[src/rtl/uart_rx.sv]
// uart_rx: UART receiver with 2-flop input synchronizer, configurable parity and framing checks.
// Samples at bit centres using a single bit timer; holds off after a framing error until the line returns high.
module uart_rx #(
    parameter int BAUD_RATE = 115200,
    parameter int CLK_FREQ  = 50000000,
    parameter int PARITY    = 0,
    parameter int DATA_LEN  = 8
) (
    input  logic                clk,
    input  logic                rst_n,
    input  logic                r_x,
    output logic [DATA_LEN-1:0] DATA,
    output logic                valid,
    output logic                parity_err,
    output logic                frame_err,
    output logic                busy,
    output logic [1:0]          LED
);
    localparam int BIT_CYCLES  = CLK_FREQ / BAUD_RATE;
    localparam int HALF_CYCLES = BIT_CYCLES / 2;
    localparam int TW = $clog2(BIT_CYCLES) + 1;
    localparam int CW = $clog2(DATA_LEN) + 1;
    localparam logic [TW-1:0] BIT_END  = TW'(BIT_CYCLES - 1);
    localparam logic [TW-1:0] HALF_END = TW'(HALF_CYCLES - 1);
    localparam logic [CW-1:0] LAST_BIT = CW'(DATA_LEN - 1);

    typedef enum logic [2:0] {S_IDLE, S_START, S_DATA, S_PAR, S_STOP} state_t;

    state_t              state_q, state_d;
    logic [1:0]          sync_q;
    logic [TW-1:0]       timer_q, timer_d;
    logic [CW-1:0]       cnt_q, cnt_d;
    logic [DATA_LEN-1:0] shift_q, shift_d, data_q, data_d;
    logic                valid_q, valid_d, perr_q, perr_d, ferr_q, ferr_d;
    logic                par_q, par_d, armed_q, armed_d;
    logic                rx_s, bit_end, exp_par;

    assign rx_s    = sync_q[1];
    assign bit_end = timer_q == BIT_END;
    assign exp_par = (PARITY == 0) ? ^shift_q : (PARITY == 1) ? ~^shift_q : (PARITY == 2);

    always_comb begin
        state_d = state_q;
        timer_d = timer_q + 1'b1;
        cnt_d   = cnt_q;
        shift_d = shift_q;
        data_d  = data_q;
        valid_d = 1'b0;
        perr_d  = perr_q;
        ferr_d  = ferr_q;
        par_d   = par_q;
        armed_d = armed_q | rx_s;
        case (state_q)
            S_IDLE: begin
                timer_d = '0;
                if (!rx_s && armed_q) state_d = S_START;
            end
            S_START: if (timer_q == HALF_END) begin
                timer_d = '0;
                state_d = rx_s ? S_IDLE : S_DATA;
            end
            S_DATA: if (bit_end) begin
                timer_d = '0;
                shift_d = {rx_s, shift_q[DATA_LEN-1:1]};
                cnt_d   = (cnt_q == LAST_BIT) ? '0 : cnt_q + 1'b1;
                if (cnt_q == LAST_BIT) state_d = S_PAR;
            end
            S_PAR: if (bit_end) begin
                timer_d = '0;
                par_d   = rx_s;
                state_d = S_STOP;
            end
            S_STOP: if (bit_end) begin
                timer_d = '0;
                state_d = S_IDLE;
                data_d  = shift_q;
                perr_d  = par_q != exp_par;
                ferr_d  = !rx_s;
                valid_d = 1'b1;
                // a low stop bit disarms start detection until the line is seen high again
                armed_d = rx_s;
            end
            default: state_d = S_IDLE;
        endcase
    end

    always_ff @(posedge clk or negedge rst_n) begin
        if (!rst_n) begin
            sync_q  <= 2'b11;
            state_q <= S_IDLE;
            timer_q <= '0;
            cnt_q   <= '0;
            shift_q <= '0;
            data_q  <= '0;
            valid_q <= 1'b0;
            perr_q  <= 1'b0;
            ferr_q  <= 1'b0;
            par_q   <= 1'b0;
            armed_q <= 1'b0;
        end else begin
            sync_q  <= {sync_q[0], r_x};
            state_q <= state_d;
            timer_q <= timer_d;
            cnt_q   <= cnt_d;
            shift_q <= shift_d;
            data_q  <= data_d;
            valid_q <= valid_d;
            perr_q  <= perr_d;
            ferr_q  <= ferr_d;
            par_q   <= par_d;
            armed_q <= armed_d;
        end
    end

    assign DATA       = data_q;
    assign valid      = valid_q;
    assign parity_err = perr_q;
    assign frame_err  = ferr_q;
    assign busy       = state_q != S_IDLE;
    assign LED        = {~busy, busy};
endmodule

[config.mk]
export PLATFORM = sky130hd
export DESIGN_NAME = uart_rx
export DESIGN_NICKNAME = d
export VERILOG_FILES = /design/src/rtl/uart_rx.sv
export SDC_FILE = /design/constraint.sdc
export NUM_CORES = 1
export LEC_CHECK = 0
export ABC_AREA = 0
export CORE_MARGIN = 2
export CORE_UTILIZATION = 60
export DETAILED_ROUTE_END_ITERATION = 7
export GPL_ROUTABILITY_DRIVEN = 0
export PLACE_DENSITY = 0.83
export SYNTH_ARGS = -nofsm -noshare
export SYNTH_HDL_FRONTEND = slang
export SYNTH_SLANG_ARGS = --single-unit
[constraint.sdc]
create_clock -name clk -period 2.9 [get_ports clk]
set_input_delay 0.58 -clock clk [delete_from_list [all_inputs] [get_ports clk]]
set_output_delay 0.58 -clock clk [all_outputs]
set_load 0.005 [all_outputs]
; ---- Word level (Yosys, flattened, before mapping)
; Cells that the tools add are included.
[word_totals]
reg_bits = 40
inputBits = 3
output_inout_bits = 14
[op_classes]
addsub = 2
n_eq_ne = 14
n_mux = 16
bitwise = 2
n_reduce_logical = 10
[op_table]
columns = op, n
row1 = $pmux W10 S3, 1
row2 = $mux W10, 2
row3 = $mux W3, 6
row4 = $pmux W3 S5, 1
row5 = $ne A2 B2 Y1 const B, 6
row6 = $add A10 B1 Y10 const B, 1
row7 = $eq A10 B8 Y1 const B, 1
row8 = $eq A10 B9 Y1 const B, 1
row9 = $reduce_xor A8 Y1, 1
row10 = $eq A3 B2 Y1 const B, 2
row11 = $reduce_and A2 Y1, 3
row12 = $reduce_and A6 Y1, 1
row13 = $add A4 B1 Y4 const B, 1
row14 = $eq A4 B3 Y1 const B, 1
row15 = $mux W1, 4
row16 = $mux W4, 1
row17 = $eq A3 B1 Y1 const B, 1
row18 = $eq A3 B3 Y1 const B, 1
row19 = $logic_not A3 Y1, 1
row20 = $reduce_bool A3 Y1, 1
row21 = $reduce_or A3 Y1, 1
row22 = $mux W2, 1
row23 = $logic_and A1 B1 Y1, 1
row24 = $logic_not A1 Y1, 1
row25 = other kinds (3), 3

; ---- Longest topological paths before layout
[logic_depth]
ltp_word = 4
depth_mapped = 7
depth_no_buf = 6

; ---- Least setup slack after synthesis
; Ideal clock, no wire load.
[synth_timing]
kind = reg2reg
from = register timer_q[0]
to = register timer_q[2]
arrival_ps = 1670
t_required_ps = 2781
setup_slack_ps = 1111
stages_incl_launch_ff = 8
n_path_buf = 1
cell_sequence = dfrtp_1 > inv_1 > ha_1 > or4bb_1 > o31ai_1 > a221o_1 > buf_6 > nor2_2
[synth_between]
elab_chain_cells = 3
elab_cells_between_ends = 6
classes_between = add/sub (1) / eq/ne (2) / mux (3)
[synth_rtl]
columns = element, line_no
row1 = start: declaration, 31  ; logic [TW-1:0] timer_q, timer_d;
row2 = start signal: assignment, 103  ; timer_q <= timer_d;
row3 = $add A10 B1 Y10 (tied with other cells), 44  ; timer_d = timer_q + 1'b1;
row4 = $mux W10 (on tied branches), --
row5 = $pmux W10 S3 *, 53  ; case (state_q)
row6 = net timer_d[2], 31
; The timed path passes the listed nets; every way through them passes the cells marked *.
; A chain may end at the register's enable or synchronous reset.

; ---- Worst setup path in the final report
[layout_timing]
from = register state_q[0]
to = output LED[1]
[layout_between]
elab_chain_cells = 2
[layout_rtl]
columns = element, line_no
row1 = start: declaration, 29  ; state_t state_q, state_d;
row2 = start signal: assignment, 102  ; state_q <= state_d;
row3 = $reduce_bool A3 Y1, 119  ; assign busy = state_q != S_IDLE;
row4 = $not A1 Y1, 120  ; assign LED = {~busy, busy};
row5 = end: declaration, 17  ; output logic [1:0] LED
; No other way between the ends.

==> summary.md <==
| Metric | Value |
|---|---|
| Status | `finished, final reports clean` |
| H-Tree Depth | `2` |
| Fin nets | `184` |
| Die Ht | `60.5 um` |
| DP HPWL | `2350 um` |
| Relative slew slack | `between 40 and 50%` |
| Initial antenna violation count | `0` |
| Ys Warns | `0` |
| Most common cell after layout, fill and taps aside | `dfrtp_1` |
| Max_cap viols | `0` |
| Initial cell density of the core | `62.7%` |
| Area Growth Syn to Fin | `13.7%` |
| Vias | `1239` |
| Slew Limit Fails | `0` |
| VDD IR max | `489 uV` |
| First-pass GRT wire length | `5800 um` |
| Post-Syn Nets | `167` |
| Hold_buf cts | `0` |
| Setup TNS | `0 ns` |
| Pin count of the biggest net entering global routing | `41` |
| Final WL | `3290 um` |
| Die Width | `roughly 60 um` |
| Setup crit end kind | `primary output` |
| Vias/cell | `5.58` |
| CP startpoint kind | `flop` |
| Root buffer cell | `clkbuf_4` |
| Final worst-path cycle share | `between 80% and 90%` |
| Clk_lat worst skew | `0.34 ns` |
| DR DRC count | `0` |
| # IOs | `17` |
| CTS tree | `done` |
| Yosys cell types | `40` |
| DRT iter0 DRCs | `82` |
| Site row count | `20` |
| Inserted Clock Buffers | `5` |
| Placed Instances | `214` |
| Vias in the first global route | `1259` |
| Detail Route Antenna Nets | `0` |
| Max Freq | `slightly above 400 MHz` |
| Clock skew | `0.00678 ns` |
| Critical Path AT | `1.82 ns` |
| HP Class | `in2async` |
| Synthesized instance count | `160` |
| Unrepaired setup endpoints after global routing | `no` |
| Crit path max fanout | `9` |
| # diodes | `0` |
| Final setup viols | `0` |
| EDFF count, synth | `0` |
| Syn Area/Cell | `12.0 um^2` |
| Power density over cell area | `around 590 nW/um^2` |
| CTS Sinks | `40` |
| GR Util All Layers | `21.6%` |
| CTS Buffer Depth | `2` |
| # fillers | `227` |
| Post-CTS Setup Bufs | `0` |
| P_leak | `1.05 nW` |
| Asr flop ratio synth | `100%` |
| Wirelength per Cell | `14.8 um` |
| CTS clk-pin slew, worst paths | `0.12 ns` |
| DIE AREA | `3660 um^2` |
| Ys flop type | `dfrtp_1` |
| Final period demand of the worst path | `2.40 ns` |
| Sequential area share after synthesis | `a little over half` |
| Core area | `3050 um^2` |
| Synthesized area | `1910 um^2` |
| Share of cells above drive strength 1 | `21.3%` |
| Finished Layout Cells | `222` |
| WP data required | `approximately 2.3 ns` |
| Crit Path Class | `reg2out` |
| Detailed Routing Iterations Pass 1 | `4` |
| Global route overflow | `0` |
| Yosys reg bits | `40` |
| Slew @ Worst Pin | `0.850 ns` |
| Resize count post-CTS | `0` |
| Number of I/O port buffers | `16` |
| Hold Fails Final Rpt | `0` |
| Most frequent cells in the layout | `38 x dfrtp_1, 15 x clkdlybuf4s50_1, 12 x nand2_1, 12 x mux2_2` |
==> power by group <==
part           internal, mW  total, mW  switching (mW)
Clock                 0.207      0.387           0.181
Combinational        0.0985      0.217           0.119
Sequential            0.608      0.678          0.0705
==> critical path, cell delays in order (launching register included) <==
cell and delay, ns:
dfrtp_1 0.50, or3_1 0.42, inv_1 0.07, clkdlybuf4s50_1 0.49
==> logic make-up after synthesis <==
kind of cell,after synthesis,share of synthesized area [%]
mux,18,10.6
xor+xnor,16,8.04
compound gates,14,4.71
flops,40,52.4
buf+inv,14,3.59
fa+ha+maj,4,2.61
simple gates,54,18.0
==> worst paths after layout <==
| kind | slack (ns) | cells past startpoint | start | end |
|---|---|---|---|---|
| min | 0.33 | 1 | rst_n | timer_q[9] |
| max reg2reg | 0.71 | 6 | timer_q[0] | timer_q[4] |
| max | 0.50 | 3 | state_q[0] | LED[1] |
| min reg2reg | 0.37 | 0 | sync_q[0] | sync_q[1] |
| max in group asynchronous | 2.04 | 1 | rst_n | shift_q[5] |
| min in group clk | 0.37 | 0 | sync_q[0] | sync_q[1] |
==> Yosys cell counts (all sizes together), types with 2 or more instances <==
cell | n | area share, %
dfrtp | 38 | 50
o21ai | 5 | 1.3
and2 | 2 | 0.65
dfstp | 2 | 2.7
nand3 | 3 | 0.78
nand4 | 6 | 2.6
ha | 4 | 2.6
a21o | 2 | 0.78
buf | 5 | 1.8
nor3b | 3 | 1.4
inv | 8 | 1.6
nor4 | 2 | 0.98
a21oi | 3 | 0.78
xnor2 | 5 | 2.3
nor2 | 14 | 4.1
mux2 | 18 | 11
xor2 | 10 | 4.6
o31ai | 2 | 0.78
nor3 | 3 | 0.78
nand2 | 12 | 2.4
==> per-layer routing <==
layer  up-vias  routed length [um]  track usage [%]
li1        584                   -                -
met1       614                1410             27.6
met2        36                1650             35.7
met3         5                 165             5.12
met4         0                  51             9.01
met5         -                   0                0
==> area by class of cell <==
cell class / count / area (um^2) / area share, %
clock buffer: 6 / 51.3 / 2.36
inverter: 8 / 30.0 / 1.38
sequential: 40 / 1000 / 46.1
multi-input combinational: 106 / 842 / 38.7
timing repair buffer: 16 / 155 / 7.13
tap: 44 / 55.1 / 2.53
clock inverter: 2 / 38.8 / 1.78
==> sequential cells by signal (all words and copies together), names as in the netlist <==
name        cells
timer_q        10
sync_q          2
par_q           1
state_q         3
frame_err       1
parity_err      1
valid           1
DATA            8
cnt_q           4
armed_q         1
shift_q         8
==> through the flow <==
stage          utilization (%)  setup WS [ns]  hold WS, ns  cell area (um^2)  power, mW
2_1_floorplan                -           1.11        0.284              1910      0.840
3_3_place_gp              68.3          0.855        0.349              2090      0.885
3_5_place_dp              68.3          0.721        0.347              2090      0.907
4_1_cts                   71.3          0.476        0.353              2180       1.30
5_1_grt                   71.3          0.399        0.369              2180       1.36
6_report                  71.3          0.495        0.330              2180       1.28
Note: power is estimated with default switching activity, not from simulation.
